[src/rtl/keypad_scan_fifo.sv]
// 4x4 keypad front end: synchroniser, debounce FSM, key decode
// and a small key-code FIFO with a valid/ready consumer port.
module keypad_scan_fifo #(
    parameter int DEBOUNCE_CYCLES = 2,
    parameter int FIFO_DEPTH      = 4
) (
    input  logic       clk,
    input  logic       rst,
    input  logic [3:0] rin,
    input  logic [3:0] cin,
    output logic [3:0] key_code,
    output logic       key_valid,
    input  logic       key_ready,
    output logic       key_held,
    output logic       overflow
);

    localparam int CW = $clog2(DEBOUNCE_CYCLES + 1);
    localparam int PW = (FIFO_DEPTH > 1) ? $clog2(FIFO_DEPTH) : 1;
    localparam logic [CW-1:0] CNT_LAST = CW'(DEBOUNCE_CYCLES - 1);

    typedef enum logic [1:0] {IDLE, DEB_PRESS, HELD, DEB_REL} state_e;

    logic [7:0]    sync1_q, sync2_q, latch_q;
    state_e        state_q;
    logic [CW-1:0] cnt_q;
    logic          held_q;

    logic [3:0]    mem_q [FIFO_DEPTH];
    logic [PW-1:0] rd_q, wr_q, rd_d;
    logic [PW:0]   count_q;
    logic [3:0]    code_q, head_d;
    logic          ovf_q;

    logic          s2_key, s2_zero, s2_same;
    logic          push, push_acc, pop, full, empty;
    logic [7:0]    src;
    logic [3:0]    push_code;

    function automatic logic onehot4(input logic [3:0] v);
        return (v != 4'd0) && ((v & (v - 4'd1)) == 4'd0);
    endfunction

    function automatic logic [1:0] enc4(input logic [3:0] v);
        logic [1:0] r;
        r = 2'd0;
        unique case (1'b1)
            v[0]:    r = 2'd0;
            v[1]:    r = 2'd1;
            v[2]:    r = 2'd2;
            v[3]:    r = 2'd3;
            default: r = 2'd0;
        endcase
        return r;
    endfunction

    // Keypad legend: row0 1 2 3 A, row1 4 5 6 B, row2 7 8 9 C, row3 E 0 F D
    function automatic logic [3:0] decode(input logic [1:0] r, input logic [1:0] c);
        logic [3:0] k;
        case ({r, c})
            4'b00_00: k = 4'h1;
            4'b00_01: k = 4'h2;
            4'b00_10: k = 4'h3;
            4'b00_11: k = 4'hA;
            4'b01_00: k = 4'h4;
            4'b01_01: k = 4'h5;
            4'b01_10: k = 4'h6;
            4'b01_11: k = 4'hB;
            4'b10_00: k = 4'h7;
            4'b10_01: k = 4'h8;
            4'b10_10: k = 4'h9;
            4'b10_11: k = 4'hC;
            4'b11_00: k = 4'hE;
            4'b11_01: k = 4'h0;
            4'b11_10: k = 4'hF;
            default:  k = 4'hD;
        endcase
        return k;
    endfunction

    assign s2_key  = onehot4(sync2_q[7:4]) && onehot4(sync2_q[3:0]);
    assign s2_zero = (sync2_q == 8'd0);
    assign s2_same = (sync2_q == latch_q);

    // Single-cycle debounce pushes straight from the synchronised sample
    assign src       = (state_q == IDLE && s2_key) ? sync2_q : latch_q;
    assign push_code = decode(enc4(src[7:4]), enc4(src[3:0]));

    always_comb begin
        push = 1'b0;
        case (state_q)
            IDLE:      push = s2_key && (DEBOUNCE_CYCLES == 1);
            DEB_PRESS: push = s2_same && (cnt_q == CNT_LAST);
            default:   push = 1'b0;
        endcase
    end

    always_ff @(posedge clk or negedge rst) begin
        if (!rst) begin
            sync1_q <= '0;
            sync2_q <= '0;
        end else begin
            sync1_q <= {rin, cin};
            sync2_q <= sync1_q;
        end
    end

    always_ff @(posedge clk or negedge rst) begin
        if (!rst) begin
            state_q <= IDLE;
            latch_q <= '0;
            cnt_q   <= '0;
            held_q  <= 1'b0;
        end else begin
            case (state_q)
                IDLE: begin
                    if (s2_key) begin
                        latch_q <= sync2_q;
                        cnt_q   <= CW'(1);
                        if (DEBOUNCE_CYCLES == 1) begin
                            state_q <= HELD;
                            held_q  <= 1'b1;
                        end else begin
                            state_q <= DEB_PRESS;
                        end
                    end
                end
                DEB_PRESS: begin
                    if (!s2_same) begin
                        state_q <= IDLE;
                    end else if (push) begin
                        state_q <= HELD;
                        held_q  <= 1'b1;
                    end else begin
                        cnt_q <= cnt_q + CW'(1);
                    end
                end
                HELD: begin
                    if (s2_zero) begin
                        cnt_q <= CW'(1);
                        if (DEBOUNCE_CYCLES == 1) begin
                            state_q <= IDLE;
                            held_q  <= 1'b0;
                        end else begin
                            state_q <= DEB_REL;
                        end
                    end
                end
                default: begin
                    if (!s2_zero) begin
                        state_q <= HELD;
                    end else if (cnt_q == CNT_LAST) begin
                        state_q <= IDLE;
                        held_q  <= 1'b0;
                    end else begin
                        cnt_q <= cnt_q + CW'(1);
                    end
                end
            endcase
        end
    end

    assign empty    = (count_q == '0);
    assign full     = (count_q == (PW+1)'(FIFO_DEPTH));
    assign pop      = !empty && key_ready;
    assign push_acc = push && (!full || pop);
    assign rd_d     = pop ? rd_q + PW'(1) : rd_q;
    // Next head is the incoming code when it lands exactly at the new read slot
    assign head_d   = (push_acc && rd_d == wr_q) ? push_code : mem_q[rd_d];

    always_ff @(posedge clk or negedge rst) begin
        if (!rst) begin
            for (int i = 0; i < FIFO_DEPTH; i++) mem_q[i] <= '0;
            rd_q    <= '0;
            wr_q    <= '0;
            count_q <= '0;
            code_q  <= '0;
            ovf_q   <= 1'b0;
        end else begin
            if (push_acc) begin
                mem_q[wr_q] <= push_code;
                wr_q        <= wr_q + PW'(1);
            end
            rd_q    <= rd_d;
            count_q <= count_q + {{PW{1'b0}}, push_acc} - {{PW{1'b0}}, pop};
            code_q  <= head_d;
            if (push && full && !pop) ovf_q <= 1'b1;
        end
    end

    assign key_code  = code_q;
    assign key_valid = !empty;
    assign key_held  = held_q;
    assign overflow  = ovf_q;

endmodule

[config.mk]
export PLATFORM = sky130hd
export DESIGN_NAME = keypad_scan_fifo
export DESIGN_NICKNAME = d
export VERILOG_FILES = /design/src/rtl/keypad_scan_fifo.sv
export SDC_FILE = /design/constraint.sdc
export NUM_CORES = 1
export LEC_CHECK = 0
export ABC_AREA = 1
export CAP_MARGIN = 20
export CORE_ASPECT_RATIO = 0.5
export CORE_MARGIN = 2
export CORE_UTILIZATION = 30
export DETAILED_ROUTE_END_ITERATION = 16
export PLACE_DENSITY = 0.52
export SLEW_MARGIN = 30
export SYNTH_ARGS = -nofsm -noshare
export SYNTH_HDL_FRONTEND = slang
export SYNTH_SLANG_ARGS = --single-unit
export TNS_END_PERCENT = 30
[constraint.sdc]
create_clock -name clk -period 2.83 [get_ports clk]
set_clock_uncertainty 0.15 [all_clocks]
set_input_delay 0.7075 -clock clk [delete_from_list [all_inputs] [get_ports clk]]
set_output_delay 0.7075 -clock clk [all_outputs]
set_load 0.05 [all_outputs]
==> results of run 1 <==
==> how the worst min path moves through the flow <==
stage / start / to / slack, ns / depth (start not counted)
after floorplan: sync1_q[0] / sync2_q[0] / 0.18 / 0
after global placement: sync1_q[1] / sync2_q[1] / 0.19 / 0
after detailed placement: sync1_q[6] / sync2_q[6] / 0.19 / 0
after CTS: sync1_q[6] / sync2_q[6] / 0.20 / 0
after global routing: sync1_q[7] / sync2_q[7] / 0.21 / 0
final: sync1_q[6] / sync2_q[6] / 0.20 / 0
==> critical path: stages (launching register included) <==
cell and delay, ns:
dfrtp_1 0.40, inv_1 0.09, nand2_1 0.07, a21oi_2 0.14, nand2_1 0.11, nor2_2 0.15
nand2_2 0.08, nor2_4 0.16, nand2_4 0.06, ha_1 0.28, inv_1 0.05, ha_1 0.13
inv_1 0.06, fa_2 0.35, xnor2_2 0.15, xor2_1 0.16
==> cell type report <==
cell class                      count  area, um2  share of cell area (%)
Inverter                           50        188                    4.81
Sequential cell                    57       1430                    36.5
Timing Repair Buffer               40        338                    8.65
Clock inverter                      6       82.6                    2.11
Clock buffer                       10        229                    5.86
Multi-Input combinational cell    252       1470                    37.6
Tap cell                          140        175                    4.49
==> per-layer routing <==
metal / vias to the layer above / share of wire, % / track usage [%]
met4: 0 / 1.6 / 4.49
met3: 10 / 2.7 / 4.19
met2: 20 / 44 / 20.3
met5: - / 0 / 0
met1: 1099 / 52 / 16.0
li1: 1245 / - / -
==> layout by cell type (no fill, tap or decap), types with 3 or more instances in the layout <==
master           instances
nor2_1                  24
buf_4                   23
o22ai_1                  4
nand4_1                 12
xor2_1                   7
nor2_4                   7
ha_1                    15
clkbuf_16                9
o21ai_0                 19
nand3_2                  5
clkdlybuf4s50_1         16
nand2_2                  8
clkinv_2                 3
a21oi_1                  4
nand3_1                 22
nand2_1                100
inv_1                   40
nand2_4                  6
inv_2                    9
dfrtp_1                 57
==> kinds of logic after synthesis <==
logic type	Yosys count
AOI/OAI and AO/OA	35
and+or+nand+nor	192
buffers and inverters	55
adders and majority gates	16
DFF	57
xor gates and xnor gates	9
==> state kept, by name (all words and copies together), names as in the netlist <==
signal / cells
wr_q: 2
sync2_q: 8
count_q: 3
overflow: 1
key_held: 1
mem_q: 16
state_q: 2
latch_q: 8
key_code: 4
sync1_q: 8
cnt_q: 2
rd_q: 2
==> power groups by stage <==
stage          combinational [mW]  clock (mW)  sequential (mW)
2_1_floorplan                1.12           0             1.18
3_3_place_gp                 1.64           0             1.12
3_5_place_dp                 1.65           0             1.12
4_1_cts                      1.65        1.16             1.11
5_1_grt                      1.90        1.20             1.13
6_report                     1.67        1.13             1.11
==> through the flow <==
step	cells	hold WS (ns)	instance area, um2	util, %	TNS (ns)
final	555	0.199	3910	38.6	0
after global routing	555	0.208	3910	38.6	-0.0419
after CTS	549	0.201	3830	37.8	0
after detailed placement	533	0.189	3510	34.7	-0.129
after global placement	533	0.185	3510	34.7	-0.0583
after floorplan	364	0.181	3090	-	0
==> what timing repair did <==
item                                    in CTS  in global routing
buffers inserted                             0                  6
hold buffers                                 0                  0
gates resized for setup                      0                  9
endpoints found under the setup margin       0                  1
hold endpoints to repair                     0                  0
==> impl_metrics.tcl, run 1 <==
set metrics [dict create \
    yosys.area_share.simple_pct 30.7 \
    clk_latency_ns 0.33 \
    seqPwrFrac_pct 28.4 \
    ios 18 \
    syn-num-nets 391 \
    grt_pass1_wl_mm 10.7 \
    endpoint_kind "flip-flop" \
    pre_cts_ws_ns -0.129 \
    antenna_left 0 \
    rsz0062_at_grt "true" \
    drtIter0Drc 113 \
    synthTopCellsByCount "nand2_1 (101), dfrtp_1 (57), inv_1 (41), nor2_1 (26), nand3_1 (22)" \
    clkSinkCount 57 \
    grt_max_degree 32 \
    period_minus_slack_ns 2.69 \
    r2r_start "sync2_q[1]" \
    seq_area_frac_synth_pct 46.2 \
    ys_ff_latch 57 \
    crit_path_start_kind "flip-flop" \
    pwr-share-comb_pct 42.7 \
    firstDrtPassIters 4 \
    coreArea_um2 10100 \
    synth.distinct_cells 33 \
    yosysTopAreaCellShare_pct 46.2 \
    via_per_inst 4.28 \
    clk_path_buf_depth 2 \
    wirelength_mm 6.36 \
    drc 0 \
    synth_area_leaders "dfrtp_1 (46%), nand2_1 (12%), ha_1 (6.1%)" \
    ys_async_sr_fraction_pct 100 \
    grt_overflow_total 0 \
    setup_ws_ns 0.141 \
    internal_power_mw 2.37 \
    yosysWarningCount 0 \
    finalCritPeriodShare_pct 95.0 \
    ir_drop_uv 286 \
    crit_start "sync2_q[1]" \
    place_congestion 0.807 \
    synth_compound_area_share_pct 6.40 \
    drive_above_1_share_pct 21.0 \
    rows 26 \
    cts_buffers 9 \
    clkTransAtPathRegs_ns 0.05 \
    rrSetupSlack_ns 0.14 \
    path_max_fanout 3 \
    cp.arrival_ns 2.75 \
    status "finished clean" \
    power_frac_clock_pct 28.9 \
    avgRoutedWirePerCell_um 11.5 \
    antenna_cells 0 \
    cts-root-buf "clkbuf_16" \
    power.switching_mw 1.55 \
    fmax_mhz 372 \
    drv_cap 0 \
    synth_edf_count 0 \
    hold_viol 0 \
    synth_top_family_by_area "simple AND/OR/NAND/NOR gates" \
    syn_inst 364 \
    synth_xor_area_share_pct 2.55 \
    die_h_um 75.7 \
    min_path_type "reg -> reg" \
    fillers 1021 \
    synth_flop_cell "dfrtp_1" \
    syn_area_um2 3090 \
    synthAdderAreaFrac_pct 6.73 \
    switching_share_pct 39.6 \
    tightest_slew_ns 0.496 \
    syn_area_per_cell_um2 8.48 \
    worstSetupPathType "reg -> reg" \
    fp.dieW_um 147 \
    track_usage_pct 12.5 \
    pwr_density_cell_nw_per_um2 1000 \
    synth_area_leader_cell "dfrtp_1" \
    reg2reg_depth 15 \
    slew_viol_final 0 \
    nets 437 \
    p_leak_nw 1.94 \
    timing.rr.end "count_q[2]" \
    area_growth_pct 26.5 \
    maxSlewHeadroom_pct 66.8 \
    port_buffers 17 \
    muxShareOfSynthArea_pct 0 \
    dpl.hpwl_mm 4.78 \
    yosys.cell_count.top_type "nand2_1" \
    critPathRequiredTime_ns 2.89 \
    grt_pass1_vias 2288 \
    die_area_um2 11200 \
    vias 2374 \
    finalSetupViolCount 0 \
    setup.worst_path.end "count_q[2]" \
    initial_core_util_pct 30.5 \
    h-tree-depth 3 \
    antenna_found_initial 0 \
    cts_tree "done" \
    p_total_mw 3.92 \
]
(Power assumes the default switching activity.)
==> run 2, diff against run 1 <==
Settings changed: CTS_CLUSTER_SIZE set to 8, SETUP_SLACK_MARGIN set to 0.15.
==> impl_metrics.tcl, run 2 (synthesis results as in run 1) <==
set metrics [dict create \
    dpl.hpwl_mm 4.78 \
    track_usage_pct 12.9 \
    final_cell_mix "nand2_1 (96), dfrtp_1 (57), buf_4 (37)" \
    clkTransAtPathRegs_ns 0.05 \
    path_cells "xor2_1, nor2_1, nand2_1, nor2_2, nand2_2, buf_4, buf_4, buf_4, buf_4, buf_4, buf_4, buf_4, buf_4, buf_4, a21oi_2, o21ai_1, o21ai_1" \
    critPathMostFrequentCell "buf_4" \
    nets 453 \
    fin_tns_setup_ns 0 \
    finalSetupViolCount 0 \
    final_common_cell "nand2_1" \
    coreArea_um2 10100 \
    drc 0 \
    firstDrtPassIters 4 \
    cts_tree "done" \
    drtIter0Drc 105 \
    clkSinkCount 57 \
    status "finished clean" \
    rows 26 \
    via_per_inst 4.28 \
    crit_family "buffers and inverters" \
    avgRoutedWirePerCell_um 11.7 \
    fmax_mhz 380 \
    hold_path_depth 0 \
    hold_end "sync2_q[3]" \
    initial_core_util_pct 30.5 \
    h-tree-depth 3 \
    finalCritPeriodShare_pct 93.1 \
    grt_max_degree 32 \
    drv_cap 0 \
    hold_viol 0 \
    fp.dieW_um 147 \
    antenna_left 0 \
    p_leak_nw 2.01 \
    timing.rr.end "state_q[1]" \
    rsz0062_at_grt "true" \
    cpPeakStageDelay_ns 0.39 \
    fin_util_pct 40.5 \
    area_growth_pct 32.7 \
    pwr_density_cell_nw_per_um2 983 \
    place_congestion 0.807 \
    antenna_cells 0 \
    clk_path_buf_depth 2 \
    largest_reg_flops 16 \
    endpoint_kind "flip-flop" \
    rrSetupSlack_ns 0.20 \
    slew_viol_final 0 \
    wirelength_mm 6.68 \
    hold_path.startpoint "sync1_q[3]" \
    maxSlewHeadroom_pct 66.8 \
    grt_overflow_total 0 \
    cts-root-buf "clkbuf_16" \
    crit_path_start_kind "flip-flop" \
    top_register "mem_q" \
    cp.arrival_ns 2.73 \
    grt_pass1_wl_mm 11.1 \
    ios 18 \
    vias 2445 \
    ir_drop_uv 288 \
    cts_buffers 9 \
    clk_latency_ns 0.33 \
    critPathRequiredTime_ns 2.92 \
    finalHoldWorstSlack_ns 0.198 \
    p_total_mw 4.03 \
    cp_num_buf_inv 9 \
    tightest_slew_ns 0.496 \
    path_max_fanout 2 \
    crit_path_top_delay_cell "dfrtp_1" \
    period_minus_slack_ns 2.63 \
    die_area_um2 11200 \
    r2r_start "latch_q[2]" \
    min_path_type "reg -> reg" \
    drive_above_1_share_pct 27.1 \
    antenna_found_initial 0 \
    grt_pass1_vias 2371 \
    die_h_um 75.7 \
    port_buffers 17 \
    crit_start "latch_q[2]" \
    worstSetupPathType "reg -> reg" \
    reg2reg_depth 17 \
]
[run 2: changes by cell type in the layout (fill, tap and decap cells not counted), moves of 3 or more]
cell	change
nand2_2	+3
nand3_1	-3
buf_4	+14
nand2_1	-4
inv_2	+4
inv_1	-4
[run 2: final cells by class]
type,instances,area (um2)
Inverter,50,188
Multi-Input combinational cell,252,1530
Timing Repair Buffer,56,462
Sequential cell,57,1430
Clock inverter,6,82.6
Tap cell,140,175
Fill cell,1002,6020
Clock buffer,10,229
[run 2: what timing repair did]
item	CTS	global route
setup endpoints to repair	1	22
hold buffers	0	0
buffers inserted	15	6
pin swaps	6	16
gates cloned	0	1
gates resized for setup	6	24
[run 2: per-layer routing]
metal	GRT usage [%]	wire (um)	share of wire (%)
met1	16.2	3420	51
met2	21.5	3020	45
met3	4.19	151	2.3
met4	4.49	83	1.2
met5	0	0	0
[run 2: stage by stage]
step	worst slack, ns	cells	instance area [um2]
2_1_floorplan	0.210	364	3090
3_3_place_gp	-0.0583	533	3510
3_5_place_dp	-0.129	533	3510
4_1_cts	0.138	564	3970
5_1_grt	0.0691	571	4100
6_report	0.196	571	4100
[run 2: worst max-delay path by stage]
stage	cells past startpoint	to
6_report	17	state_q[1]
3_5_place_dp	11	count_q[2]
3_3_place_gp	11	count_q[2]
2_1_floorplan	14	count_q[2]
5_1_grt	18	mem_q[9]
4_1_cts	3	key_valid
[run 2: report_power, final]
group	total [mW]	switching [mW]	internal, mW
clock network	1.13	0.368	0.764
registers	1.12	0.128	0.989
logic	1.78	1.12	0.656
total	4.03	1.62	2.41
